File: src/rtl/otter_mem_arbiter.sv
// otter_mem_arbiter: shares one memory port between fetch and load/store with data priority and a fetch starvation guard
module otter_mem_arbiter #(
  parameter int MEM_LAT = 1,
  parameter int STARVE_LIMIT = 4
) (
  input  logic        CLK,
  input  logic        RESET,
  input  logic        F_REQ,
  input  logic [31:0] F_ADDR,
  output logic        F_DONE,
  output logic [31:0] F_RDATA,
  input  logic        D_REQ,
  input  logic        D_WE,
  input  logic [31:0] D_ADDR,
  input  logic [31:0] D_WDATA,
  input  logic [1:0]  D_SIZE,
  input  logic        D_SIGN,
  output logic        D_DONE,
  output logic [31:0] D_RDATA,
  output logic [31:0] M_ADDR,
  output logic [31:0] M_WDATA,
  output logic        M_RD,
  output logic        M_WR,
  output logic [1:0]  M_SIZE,
  output logic        M_SIGN,
  input  logic [31:0] M_RDATA,
  output logic        BUSY
);
  typedef enum logic [1:0] {IDLE, WAIT_F, WAIT_D} state_t;
  state_t state, state_n;
  logic [2:0] cnt, cnt_n;
  logic [3:0] starve, starve_n;
  logic wr, wr_n, done, f_req_m, d_req_m, issue_ok, f_win, d_win;
  logic [31:0] f_hold, d_hold;
  // The completing port is masked so the other requester can issue in the same cycle.
  always_comb begin
    done = state != IDLE && cnt == 3'd0;
    F_DONE = done && state == WAIT_F;
    D_DONE = done && state == WAIT_D;
    f_req_m = F_REQ & ~F_DONE;
    d_req_m = D_REQ & ~D_DONE;
    issue_ok = ~RESET & (state == IDLE | done);
    f_win = issue_ok & f_req_m & (~d_req_m | starve == 4'(STARVE_LIMIT));
    d_win = issue_ok & d_req_m & ~f_win;
    M_RD = f_win | (d_win & ~D_WE);
    M_WR = d_win & D_WE;
    M_ADDR = f_win ? F_ADDR : d_win ? D_ADDR : 32'd0;
    M_WDATA = d_win ? D_WDATA : 32'd0;
    M_SIZE = f_win ? 2'b10 : d_win ? D_SIZE : 2'b00;
    M_SIGN = d_win & D_SIGN;
    F_RDATA = F_DONE ? M_RDATA : f_hold;
    D_RDATA = (D_DONE & ~wr) ? M_RDATA : d_hold;
    BUSY = state != IDLE;
    state_n = f_win ? WAIT_F : d_win ? WAIT_D : done ? IDLE : state;
    cnt_n = M_WR ? 3'd0 : M_RD ? 3'(MEM_LAT - 1) : cnt - 3'(cnt != 3'd0);
    wr_n = (f_win | d_win) ? M_WR : wr;
    starve_n = f_win ? 4'd0 : (d_win & f_req_m & starve != 4'(STARVE_LIMIT)) ? starve + 4'd1 : starve;
  end
  always_ff @(posedge CLK or posedge RESET) begin
    if (RESET) begin
      state <= IDLE;
      cnt <= 3'd0;
      wr <= 1'b0;
      starve <= 4'd0;
      f_hold <= 32'd0;
      d_hold <= 32'd0;
    end else begin
      state <= state_n;
      cnt <= cnt_n;
      wr <= wr_n;
      starve <= starve_n;
      if (F_DONE) f_hold <= M_RDATA;
      if (D_DONE & ~wr) d_hold <= M_RDATA;
    end
  end
endmodule

File: config.mk
export PLATFORM = sky130hd
export DESIGN_NAME = otter_mem_arbiter
export DESIGN_NICKNAME = d
export VERILOG_FILES = /design/src/rtl/otter_mem_arbiter.sv
export SDC_FILE = /design/constraint.sdc
export NUM_CORES = 1
export LEC_CHECK = 0
export CAP_MARGIN = 20
export CORE_MARGIN = 4
export CORE_UTILIZATION = 34
export DETAILED_ROUTE_END_ITERATION = 8
export GPL_TIMING_DRIVEN = 0
export PLACE_DENSITY = 0.8
export SLEW_MARGIN = 40
export SYNTH_ARGS = -nofsm -noshare
export SYNTH_HDL_FRONTEND = slang
export SYNTH_SLANG_ARGS = --single-unit
export TNS_END_PERCENT = 20
File: constraint.sdc
create_clock -name CLK -period 4.84 [get_ports CLK]
set_input_delay 0.484 -clock CLK [delete_from_list [all_inputs] [get_ports CLK]]
set_output_delay 0.484 -clock CLK [all_outputs]
set_load 0.1 [all_outputs]
==> impl_metrics.yaml, run 1 <==
cells_and_area:
  layout.nets: 708
  fill_cells: 895
  diodes: 0
  final_cells: 708
  drive_gt1_frac: 0.397
  syn2layout_area_growth_pct: 68.2
placement:
  dp.cells: 693
  dp_hpwl_mm: 9.88
  io_buffers: 271
  gp_congestion: 0.862
synth:
  synthFlopType: "dfrtp_1"
  ys_seq_elements: 74
  netlist_area_um2: 3580
  synth_area_leaders: "dfrtp_1 52%, mux2_2 20%, a22o_1 8.3%"
  syn_nets: 425
  netlist-cell-type-count: 34
  synth_edf_count: 0
  synth_area_per_cell_um2: 12.6
  yosys.area.top_type_share: 0.517
  async_flop_share: 1.00
  ys_seq_area_frac: 0.517
  synth_most_common_cell: "dfrtp_1"
  post-synth-top-area-cell: "dfrtp_1"
  synthCells: 285
  synthTopCellsByCount: "74 x dfrtp_1, 63 x mux2_2, 35 x and2_1"
  yosysWarnings: 0
setup_path:
  crit_slowest_cell: "clkdlybuf4s50_1"
  crit_chain: "clkdlybuf4s50_1 -> inv_6 -> buf_12 -> o21ai_0 -> nor4b_4 -> buf_6 -> a22o_1 -> buf_2"
  slowest_delay_ns: 0.51
  timing.rr.end: "d_hold[30]"
  r2r_start: "cnt[2]"
  critPathLaunchType: "input port"
  cp_max_fo: 40
  cp.buffers_inverters: 5
  end_kind: "primary output"
  cpLargestDelayFamily: "buffers and inverters"
  ff2ff_path_depth: 6
  r2r_slack_ns: 2.72
  crit_arrival_ns: 3.15
  crit_type: "in2out"
  required_ns: 4.36
timing:
  final.setup.tns_ns: 0
  tightest_slew_ns: 0.643
  finalSetupViolations: 0
  fmax_mhz: 275
  rsz0062_at_grt: "false"
  worst_hold_slack_ns: 0.495
  clock_skew_ns: 0.00899
  slew_viol_final: 0
  period_needed_ns: 3.63
  fin_crit_sh: 0.750
  slew_headroom: 0.572
  finalHoldViolCount: 0
power_and_ir_drop:
  p_int_mw: 1.52
  clockPowerShare: 0.143
  swShare: 0.583
  p_sw_mw: 2.12
  p_leak_nw: 2.87
  seqPwrFrac: 0.234
  powerDensity_nw_per_um2: 603
  combinationalPowerShare: 0.623
  peakVddDrop_mv: 0.535
die:
  die_y_um: 111
  core_area_um2: 10300
  die_area_um2: 12200
  die_w_um: 111
  start_util: 0.349
  io_pins: 272
  rows: 37
global_route:
  globalRouteOverflowTotal: 0
  antenna_found_initial: 0
  grt_max_degree: 41
  grt_pass1_vias: 3574
  grt_pass1_wl_mm: 19.3
  track_usage: 0.192
run:
  maxCapViolations: 0
clock_tree:
  cts_buffers: 9
  cts_root_buffer: "clkbuf_8"
  holdBufCountCts: 0
  post_cts_buffers: 0
  cts_tree: "built"
  worst_skew_pair.late_latency_ns: 0.33
  ctsResizeCount: 0
  cts_buffer_depth: 2
  cts.sinks: 74
  htreeDepth: 3
  clk_pin_slew_worst_paths_ns: 0.07
outcome:
  status: "finished, final reports clean"
drt:
  antenna_left: 0
  num_vias: 3326
  drt-initial-drc-count: 122
  drcViolationCount: 0
  avgViaCountPerCell: 4.70
  wl_per_cell_um: 17.1
  drt_wl_total_mm: 12.1
  drtPass1Iterations: 4
hold_path:
  hp-class: "reg2reg"
  min_from: "f_hold[15]"
  worst_hold_path.endpoint: "f_hold[15]"
  min_path_cells: 1
[power groups by stage]
stage | clock (mW) | sequential (mW) | combinational, mW
finish | 0.521 | 0.849 | 2.26
global placement | 0 | 0.851 | 2.47
detailed placement | 0 | 0.864 | 2.27
global route | 0.565 | 0.867 | 2.34
CTS | 0.535 | 0.852 | 2.28
floorplan | 0 | 0.843 | 1.92
[registers in the layout, summed over array words and instances (netlist names)]
signal / flops
d_hold: 32
state: 2
starve: 4
wr: 1
cnt: 3
f_hold: 32
[worst reg2reg max path: stages, from the launching register on]
cell	delay, ns
dfrtp_1	0.44
nor3_4	0.26
inv_2	0.11
or2_2	0.37
nor2_2	0.21
buf_4	0.24
mux2_2	0.37
[layout by cell type (no fill, tap or decap), types with 7 or more instances in the layout]
cell type,instances
a22o_1,34
and2_1,35
buf_2,137
clkbuf_1,10
clkbuf_8,10
clkdlybuf4s50_1,135
dfrtp_1,74
inv_1,9
mux2_2,63
nor2_1,7
[layout make-up]
class	instances	area, µm²	share of cell area
inverter	11	46.3	0.00768
tap	136	170	0.0282
buffer	16	95.1	0.0158
sequential	74	1850	0.307
timing repair buffer	272	2050	0.340
clock buffer	11	141	0.0235
clock inverter	4	76.3	0.0127
multi-input combinational	184	1600	0.265
[routing by layer]
layer  track usage  vias up  routed length (µm)
met5             0        -                   0
met2         0.333      147                6120
met4        0.0411        0                 117
li1              -     1582                   -
met3        0.0688       11                1030
met1         0.230     1586                4810
[per-stage QoR]
stage | area (µm²) | setup WS (ns) | power (mW) | util
floorplan | 3580 | 0.0658 | 2.76 | -
global placement | 6470 | -1.64 | 3.32 | 0.629
detailed placement | 5810 | 1.13 | 3.14 | 0.565
CTS | 6030 | 1.14 | 3.66 | 0.587
global route | 6030 | 0.945 | 3.77 | 0.587
finish | 6030 | 1.21 | 3.63 | 0.587
[worst max path at each step]
stage,startpoint,depth (start not counted),to,slack (ns)
2_1_floorplan,RESET,3,M_RD,0.07
3_3_place_gp,RESET,7,M_ADDR[26],-1.64
3_5_place_dp,RESET,8,M_ADDR[3],1.13
4_1_cts,RESET,8,M_ADDR[3],1.14
5_1_grt,RESET,8,M_ADDR[27],0.95
6_report,RESET,8,M_ADDR[27],1.21
[cell families (layout without fill, tap and decap cells)]
kind of cell	after synthesis	in the layout	share of synthesized area
xor gates and xnor gates	1	1	0.00244
and+or+nand+nor	62	62	0.109
DFF	74	74	0.517
muxes	64	64	0.201
AOI/OAI and AO/OA	53	53	0.119
buffers and inverters	27	314	0.0381
adders and majority gates	4	4	0.0140
No activity file was read; power rests on OpenSTA's default activity.
==> run 2: changes to the inputs <==
Settings changed: CORE_UTILIZATION 34 to 31, PLACE_DENSITY 0.8 to 0.77.
Clock period 4.84 ns to 3 ns, I/O delays scaled along.
==> run 2 against run 1 <==
  * Combinational power grew 68%
  * Final cell count grew 2.0%
  * Design area grew 7.3%
  * Clock skew grew 0.0016 ns
  * Via count grew 2.3%
  * Critical path depth shrank 1
  * Register-to-register slack lost 1.8 ns
  * Wire length grew 8.1%
  * Global-route usage shrank 0.72 points
==> impl_metrics.yaml, run 2 (synthesized netlist as in run 1, its figures left out) <==
outcome:
  status: "finished, final reports clean"
drt:
  drcViolationCount: 0
  drt-initial-drc-count: 70
  wl_per_cell_um: 18.1
  drtPass1Iterations: 4
  avgViaCountPerCell: 4.71
  antenna_left: 0
  drt_wl_total_mm: 13.1
  num_vias: 3404
placement:
  pre_cts_ws_ns: -0.138
  dp_hpwl_mm: 10.6
  io_buffers: 271
  gp_congestion: 0.791
cells_and_area:
  diodes: 0
  mostFrequentLayoutCells: "135 x clkdlybuf4s50_1, 74 x dfrtp_1, 63 x mux2_2, 57 x buf_2"
  seq_area_um2: 1850
  fill_cells: 955
  drive_gt1_frac: 0.433
  syn2layout_area_growth_pct: 80.6
  final_util: 0.584
  multiInputGateArea_um2: 1620
  mostFrequentLayoutCell: "clkdlybuf4s50_1"
  reg_top3: "d_hold: 32 flops, f_hold: 32 flops, starve: 4 flops"
  layout.nets: 717
die:
  io_pins: 272
  start_util: 0.323
  die_y_um: 116
  die_area_um2: 13300
  rows: 38
  core_area_um2: 11100
  die_w_um: 116
global_route:
  track_usage: 0.185
  grt_max_degree: 26
  grt_pass1_wl_mm: 19.3
  grt_pass1_vias: 3607
  globalRouteOverflowTotal: 0
  antenna_found_initial: 0
power_and_ir_drop:
  power.total_mw: 6.27
  powerDensity_nw_per_um2: 970
  peakVddDrop_mv: 0.867
  p_leak_nw: 3.01
clock_tree:
  cts_buffers: 9
  clk_pin_slew_worst_paths_ns: 0.06
  cts_buffer_depth: 2
  htreeDepth: 3
  cts_tree: "built"
  worst_skew_pair.late_latency_ns: 0.33
  holdBufCountCts: 0
  cts_root_buffer: "clkbuf_16"
  cts.sinks: 74
setup_path:
  crit_chain: "nor3_4 -> inv_2 -> or2_2 -> nor2_4 -> buf_4 -> mux2_2 -> clkbuf_4"
  crit_arrival_ns: 2.56
  required_ns: 2.70
  cp_max_fo: 10
  critPathLaunchType: "register"
  cpLargestDelayFamily: "simple AND/OR/NAND/NOR gates"
  end_kind: "primary output"
  crit_type: "reg2out"
  cp.buffers_inverters: 3
  crit_slowest_cell: "dfrtp_1"
  slowest_delay_ns: 0.44
timing:
  tightest_slew_ns: 0.665
  final.setup.tns_ns: 0
  worst_hold_slack_ns: 0.457
  clock_skew_ns: 0.0106
  fin_crit_sh: 0.954
  slew_viol_final: 0
  fmax_mhz: 349
  slew_headroom: 0.552
  finalHoldViolCount: 0
  finalSetupViolations: 0
  rsz0062_at_grt: "true"
  layout_setup_ws_ns: 0.138
  period_needed_ns: 2.86
run:
  maxCapViolations: 0
hold_path:
  hp-class: "in2async"
[run 2: changes by cell type in the layout (fill, tap and decap cells not counted), sizes merged]
cell,before,now
clkbuf,20,64
clkinvlp,1,3
buf,144,108
inv,11,12
bufinv,2,1
[run 2: final timing paths]
kind	startpoint	to	slack (ns)	cells after the start
max	cnt[2]	D_RDATA[26]	0.14	7
min	RESET	state[1]	0.46	3
max reg2reg	cnt[2]	d_hold[2]	0.92	6
min reg2reg	f_hold[30]	f_hold[30]	0.49	1
max in group asynchronous	RESET	f_hold[20]	2.15	4
min in group CLK	f_hold[30]	f_hold[30]	0.49	1
[run 2: power breakdown]
group	internal, mW	switching, mW	leakage (nW)
Sequential	1.29	0.0795	0.888
Clock	0.677	0.433	0.147
Combinational	0.797	3.00	1.97
Total	2.76	3.51	3.01
[run 2: stage by stage]
step	instances	area [µm²]
6_report	722	6470
5_1_grt	722	6470
4_1_cts	718	6260
3_5_place_dp	699	5890
3_3_place_gp	696	6490
2_1_floorplan	285	3600
[run 2: layout make-up]
type	instances	share of cell area
buffer	16	0.0159
clock buffer	10	0.0369
clock inverter	6	0.0114
inverter	11	0.00696
multi-input combinational	184	0.250
sequential	74	0.286
tap	140	0.0271
timing repair buffer	281	0.366
[run 2: what timing repair did]
item / in CTS / in global routing
pin swaps: 2 / 2
setup endpoints to repair: 67 / 127
gates cloned: 0 / 0
hold endpoints to repair: 0 / 0
gates resized for setup: 15 / 102
setup buffers: 3 / 4
[run 2: worst reg2reg max path: cells and delay by family (launching register included)]
family | cells | cell delay, ns
simple gates | 3 | 0.82
flops | 1 | 0.44
mux | 1 | 0.37
buf+inv | 2 | 0.34
[run 2: per-layer routing]
| layer | up-vias | wire length [µm] | GRT usage |
|---|---|---|---|
| met1 | 1602 | 4740 | 0.217 |
| li1 | 1608 | - | - |
| met2 | 182 | 6750 | 0.324 |
| met3 | 12 | 1440 | 0.0710 |
| met5 | - | 0 | 0 |
| met4 | 0 | 115 | 0.0391 |
